`config.mk`:
```
export PLATFORM = sky130hd
export DESIGN_NAME = asic_output_classifier
export DESIGN_NICKNAME = d
export VERILOG_FILES = /design/src/rtl/asic_output_classifier.sv
export SDC_FILE = /design/constraint.sdc
export NUM_CORES = 1
export LEC_CHECK = 0
export CORE_UTILIZATION = 41
export CTS_CLUSTER_SIZE = 12
export DETAILED_ROUTE_END_ITERATION = 8
export HOLD_SLACK_MARGIN = 0.15
export PLACE_DENSITY = 0.65
export SKIP_LAST_GASP = 1
export SYNTH_ARGS = -nofsm -noshare
export SYNTH_HDL_FRONTEND = slang
export SYNTH_SLANG_ARGS = --single-unit
export TNS_END_PERCENT = 20
```
`constraint.sdc`:
```
create_clock -name clk -period 7.33 [get_ports clk]
set_clock_uncertainty 0.05 [all_clocks]
set_input_delay 2.199 -clock clk [delete_from_list [all_inputs] [get_ports clk]]
set_output_delay 2.199 -clock clk [all_outputs]
set_load 0.05 [all_outputs]
```
`src/rtl/asic_output_classifier.sv`:
```
// Window-averaging classifier for four measured neuron levels: picks the strongest
// channel per window and only changes its reported decision after repeated agreement.
module asic_output_classifier #(
  parameter int SAMPLE_WIDTH = 12,
  parameter int LOG2_WINDOW  = 4,
  parameter int STABLE_COUNT = 3
) (
  input  logic                    clk,
  input  logic                    rst,
  input  logic                    enable,
  input  logic                    sample_valid,
  input  logic [SAMPLE_WIDTH-1:0] aux0,
  input  logic [SAMPLE_WIDTH-1:0] aux1,
  input  logic [SAMPLE_WIDTH-1:0] aux2,
  input  logic [SAMPLE_WIDTH-1:0] aux3,
  input  logic [SAMPLE_WIDTH-1:0] threshold,
  output logic [1:0]              network_output,
  output logic                    output_valid,
  output logic                    no_winner,
  output logic                    window_done,
  output logic [SAMPLE_WIDTH-1:0] max_avg
);

  localparam int ACC_W = SAMPLE_WIDTH + LOG2_WINDOW;
  localparam logic [3:0] STABLE_MAX = 4'(STABLE_COUNT);
  // bit 2 set marks "no channel reached threshold"
  localparam logic [2:0] CAND_NONE = 3'b100;

  typedef enum logic [1:0] {IDLE, ACCUM, COMPARE, UPDATE} state_t;

  state_t                  state;
  logic [ACC_W-1:0]        acc [4];
  logic [SAMPLE_WIDTH-1:0] aux [4];
  logic [SAMPLE_WIDTH-1:0] avg [4];
  logic [LOG2_WINDOW-1:0]  sample_cnt;
  logic [2:0]              prev_cand;
  logic [3:0]              stable_cnt;
  logic [3:0]              stable_next;
  logic [1:0]              best_idx;
  logic [SAMPLE_WIDTH-1:0] best_avg;
  logic [2:0]              cand_p1;
  logic [SAMPLE_WIDTH-1:0] max_p1;

  function automatic logic [SAMPLE_WIDTH-1:0] win_avg(input logic [ACC_W-1:0] sum);
    return sum[ACC_W-1:LOG2_WINDOW];
  endfunction

  function automatic logic [3:0] sat_inc(input logic [3:0] cnt);
    if (cnt >= STABLE_MAX) return STABLE_MAX;
    return cnt + 4'd1;
  endfunction

  assign aux[0] = aux0;
  assign aux[1] = aux1;
  assign aux[2] = aux2;
  assign aux[3] = aux3;

  // strict '>' keeps the lowest index on ties
  always_comb begin
    for (int i = 0; i < 4; i++) avg[i] = win_avg(acc[i]);
    best_idx = 2'd0;
    best_avg = avg[0];
    for (int i = 1; i < 4; i++) begin
      if (avg[i] > best_avg) begin
        best_avg = avg[i];
        best_idx = 2'(i);
      end
    end
  end

  always_comb begin
    stable_next = 4'd1;
    if (cand_p1 == prev_cand) stable_next = sat_inc(stable_cnt);
  end

  always_ff @(posedge clk) begin
    if (rst) begin
      state          <= IDLE;
      for (int i = 0; i < 4; i++) acc[i] <= '0;
      sample_cnt     <= '0;
      stable_cnt     <= 4'd0;
      prev_cand      <= CAND_NONE;
      network_output <= 2'b00;
      output_valid   <= 1'b0;
      no_winner      <= 1'b0;
      window_done    <= 1'b0;
      max_avg        <= '0;
    end else begin
      window_done <= 1'b0;
      if (!enable) begin
        state      <= IDLE;
        for (int i = 0; i < 4; i++) acc[i] <= '0;
        sample_cnt <= '0;
      end else begin
        case (state)
          IDLE: state <= ACCUM;
          // ---- stage p0: window accumulation
          ACCUM: begin
            if (sample_valid) begin
              for (int i = 0; i < 4; i++) acc[i] <= acc[i] + ACC_W'(aux[i]);
              sample_cnt <= sample_cnt + LOG2_WINDOW'(1);
              if (sample_cnt == '1) state <= COMPARE;
            end
          end
          // ---- stage p1: average, argmax and threshold
          COMPARE: begin
            cand_p1 <= (best_avg >= threshold) ? {1'b0, best_idx} : CAND_NONE;
            max_p1  <= best_avg;
            state   <= UPDATE;
          end
          // ---- stage p2: hysteresis and output update
          UPDATE: begin
            stable_cnt  <= stable_next;
            prev_cand   <= cand_p1;
            max_avg     <= max_p1;
            window_done <= 1'b1;
            if (stable_next == STABLE_MAX) begin
              if (cand_p1[2]) begin
                no_winner    <= 1'b1;
                output_valid <= 1'b0;
              end else begin
                network_output <= cand_p1[1:0];
                output_valid   <= 1'b1;
                no_winner      <= 1'b0;
              end
            end
            for (int i = 0; i < 4; i++) acc[i] <= '0;
            sample_cnt <= '0;
            state      <= ACCUM;
          end
          default: state <= IDLE;
        endcase
      end
    end
  end

endmodule

```
==> results.py <==
metrics = {
    "run_status": {
        "outcome": "completed",
    },
    "yosys": {
        "synth_top_family_by_area": "simple AND/OR/NAND/NOR gates",
        "ys_ff_latch": 109,
        "synth-compound-area-share": 0.192,
        "synth_fa_ha_area_frac": 0.172,
        "synth_flop_cell": "dfxtp_1",
        "synth_warnings": 0,
        "synth_cells": 934,
        "synth_top_cells_by_count": "nand2_1 (107), ha_1 (101), nor2_1 (94)",
        "ys_top_cells_by_area": "dfxtp_1 (20%), ha_1 (16%), edfxtp_1 (12%)",
        "yosysTopAreaCell": "dfxtp_1",
        "synth-xor-area-share": 0.0393,
        "async_flop_share": 0,
        "synth_area_per_cell_um2": 8.35,
        "yosysMostFrequentCell": "nand2_1",
        "synth_nets": 1103,
        "yosys.area_share.simple": 0.195,
        "netlist_area_um2": 7800,
        "synth-seq-area-share": 0.320,
        "synth_edf_count": 31,
        "synthMuxAreaShare": 0.0355,
        "synth_cell_types": 69,
        "synth_top_area_share": 0.200,
    },
    "placed_design": {
        "gp_congestion": 0.860,
        "dpl.hpwl_mm": 14.2,
        "dp_cells": 1238,
        "port_buffers": 80,
    },
    "floorplan": {
        "die_w_um": 140,
        "row_count": 50,
        "initial_core_util": 0.418,
        "fp.dieH_um": 140,
        "io_pins": 81,
        "core_um2": 18600,
        "die-area_um2": 19600,
    },
    "critical_path": {
        "startpoint_type": "flip-flop",
        "r2r-end": "cand_p1[0]",
        "path_delay_family": "compound AO/OA/AOI/OAI gates",
        "crit_buf_inv": 5,
        "max_stage_delay_ns": 0.36,
        "reg2reg_depth": 33,
        "critPathCaptureType": "flip-flop",
        "r2r_start": "acc[0][15]",
        "crit_slowest_cell": "ha_1",
        "crit_path_max_fanout": 6,
        "worstPathArrival_ns": 7.08,
        "regToRegSetupSlack_ns": 0.33,
        "path_class": "reg -> reg",
        "cp_data_required_time_ns": 7.40,
    },
    "routing": {
        "wl_met1_mm": 8.86,
        "postRouteAntennaNets": 0,
        "viasPerCell": 5.43,
        "maxUsedRoutingLayer": "met4",
        "route.detailed.drc": 0,
        "num_vias": 6871,
        "first_pass_iters": 5,
        "met3WireLength_um": 930,
        "routed_wl_mm": 19.2,
        "routedWlPerCell_um": 15.2,
        "wl_met2_mm": 9.12,
        "initialDrtViolationCount": 270,
    },
    "clocking": {
        "hold_buffers": 0,
        "cts_tree": "yes",
        "path_clk_slew_ns": 0.07,
        "clockRootBuffer": "clkbuf_16",
        "h-tree-depth": 3,
        "clk_path_buf_depth": 2,
        "worstSkewPairLatency_ns": 0.36,
        "cts.sinks": 109,
        "numCtsBuffers": 9,
    },
    "grt": {
        "grt_pass1_vias": 6321,
        "grt_pass1_wl_mm": 31.1,
        "grt_use_total": 0.198,
        "grt-ovfl-total": 0,
        "antenna_found_initial": 0,
        "grt_max_degree": 37,
    },
    "timing": {
        "hold_slack_ns": 0.403,
        "max-slew-margin-rel": 0.351,
        "slew_violations": 0,
        "hold_viol_final": 0,
        "finalCritPeriodShare": 0.956,
        "finalCriticalPeriod_ns": 7.00,
        "max_freq_mhz": 143,
        "worst_pin_slew_ns": 0.974,
        "setup-violations-final": 0,
    },
    "layout": {
        "multi_input_area_um2": 5100,
        "fillers": 1787,
        "regArea_um2": 2500,
        "n_antenna_cell": 0,
        "nets": 1196,
        "areaGrowthSynthToFinish_pct": 21.8,
        "instances_no_fill": 1266,
        "layout-drive-gt1-share": 0.112,
        "finish.utilization": 0.510,
    },
    "worst_hold_path": {
        "holdPathStages": 2,
        "whs_endpoint": "max_avg[5]",
        "hp-start": "max_avg[5]",
        "hold_path.class": "reg -> reg",
    },
    "power_and_ir_drop": {
        "p_per_area_nw_per_um2": 152,
        "design_power_total_uw": 1440,
        "irDropWorstVdd_v": 0.000146,
        "p_leak_uw": 0.00386,
    },
    "run": {
        "max_cap_viol_count": 0,
    },
}
==> per-stage QoR <==
stage                     setup WS, ns  instance area, um^2  setup TNS [ns]
after detailed placement        0.0140                 8930               0
after floorplan                  0.202                 7800               0
after CTS                       0.0136                 9240               0
after global placement           0.148                 8930               0
final                            0.325                 9500               0
after global routing           -0.0735                 9500         -0.0735
==> tightest hold or removal path, delay by kind of cell, from the launching register on <==
kind	cells	cell delay [ns]
and+or+nand+nor	1	0.05
DFF	1	0.31
AOI/OAI and AO/OA	1	0.05
==> logic make-up (layout without fill, tap and decap cells) <==
| logic type | Yosys count | after routing |
|---|---|---|
| flops | 109 | 109 |
| simple gates | 332 | 332 |
| buf+inv | 94 | 191 |
| xor+xnor | 35 | 35 |
| fa+ha+maj | 105 | 105 |
| compound gates | 237 | 238 |
| mux | 22 | 22 |
==> power by group <==
group	switching (uW)	leakage (uW)	internal (uW)	total (uW)
logic	156	0.00277	137	294
clock network	240	0.000141	269	508
registers	10.3	0.000945	630	641
total	406	0.00386	1040	1440
==> layout by cell type, fill, tap and decap left out, drive strengths merged, types with 3 or more instances in the layout <==
master / instances
and2: 4
a211oi: 13
o41ai: 3
or2: 4
nand4: 10
a21boi: 3
mux2: 15
nand2: 107
nor2b: 13
nand2b: 7
xor2: 12
inv: 62
mux2i: 7
o21bai: 3
or3: 10
buf: 33
a31oi: 15
a21oi: 93
nor3: 39
and3: 9
o21ai: 49
ha: 101
fa: 4
dfxtp: 78
a41oi: 3
edfxtp: 31
clkdlybuf4s50: 80
o31ai: 4
clkbuf: 10
xnor2: 23
clkinv: 3
nor2: 94
nand3: 23
o211ai: 11
a21o: 23
==> sequential cells by signal, indices dropped and copies added, names as in the netlist <==
signal          count
cand_p1             3
window_done         1
prev_cand           3
no_winner           1
stable_cnt          4
state               2
max_avg            12
acc                64
sample_cnt          4
max_p1             12
network_output      2
output_valid        1
==> repair_timing <==
item | CTS | global route
cloned | 0 | 1
endpoints found under the hold margin | 0 | 0
gates resized for setup | 1 | 42
endpoints found under the setup margin | 2 | 3
pin swaps | 0 | 14
setup buffers | 0 | 11
==> routing by layer <==
layer / track usage / up-vias
li1: - / 3531
met1: 0.251 / 3167
met2: 0.337 / 152
met3: 0.0356 / 21
met4: 0.0671 / 0
met5: 0 / -
==> area by class of cell <==
| cell class | instances | share of cell area |
|---|---|---|
| multi-input combinational | 732 | 0.537 |
| inverter | 62 | 0.0245 |
| clock inverter | 6 | 0.00751 |
| tap | 234 | 0.0308 |
| timing repair buffer | 113 | 0.112 |
| sequential | 109 | 0.264 |
| clock buffer | 10 | 0.0241 |
==> worst max-delay path by stage <==
stage | slack [ns] | from | depth (start not counted) | endpoint
global placement | 0.15 | acc[0][14] | 34 | cand_p1[0]
global route | -0.07 | acc[0][5] | 33 | cand_p1[0]
detailed placement | 0.01 | acc[0][14] | 34 | cand_p1[0]
floorplan | 0.20 | acc[0][14] | 37 | cand_p1[0]
finish | 0.33 | acc[0][15] | 33 | cand_p1[0]
CTS | 0.01 | acc[0][14] | 32 | cand_p1[0]
Power figures use the tool's default switching activity.
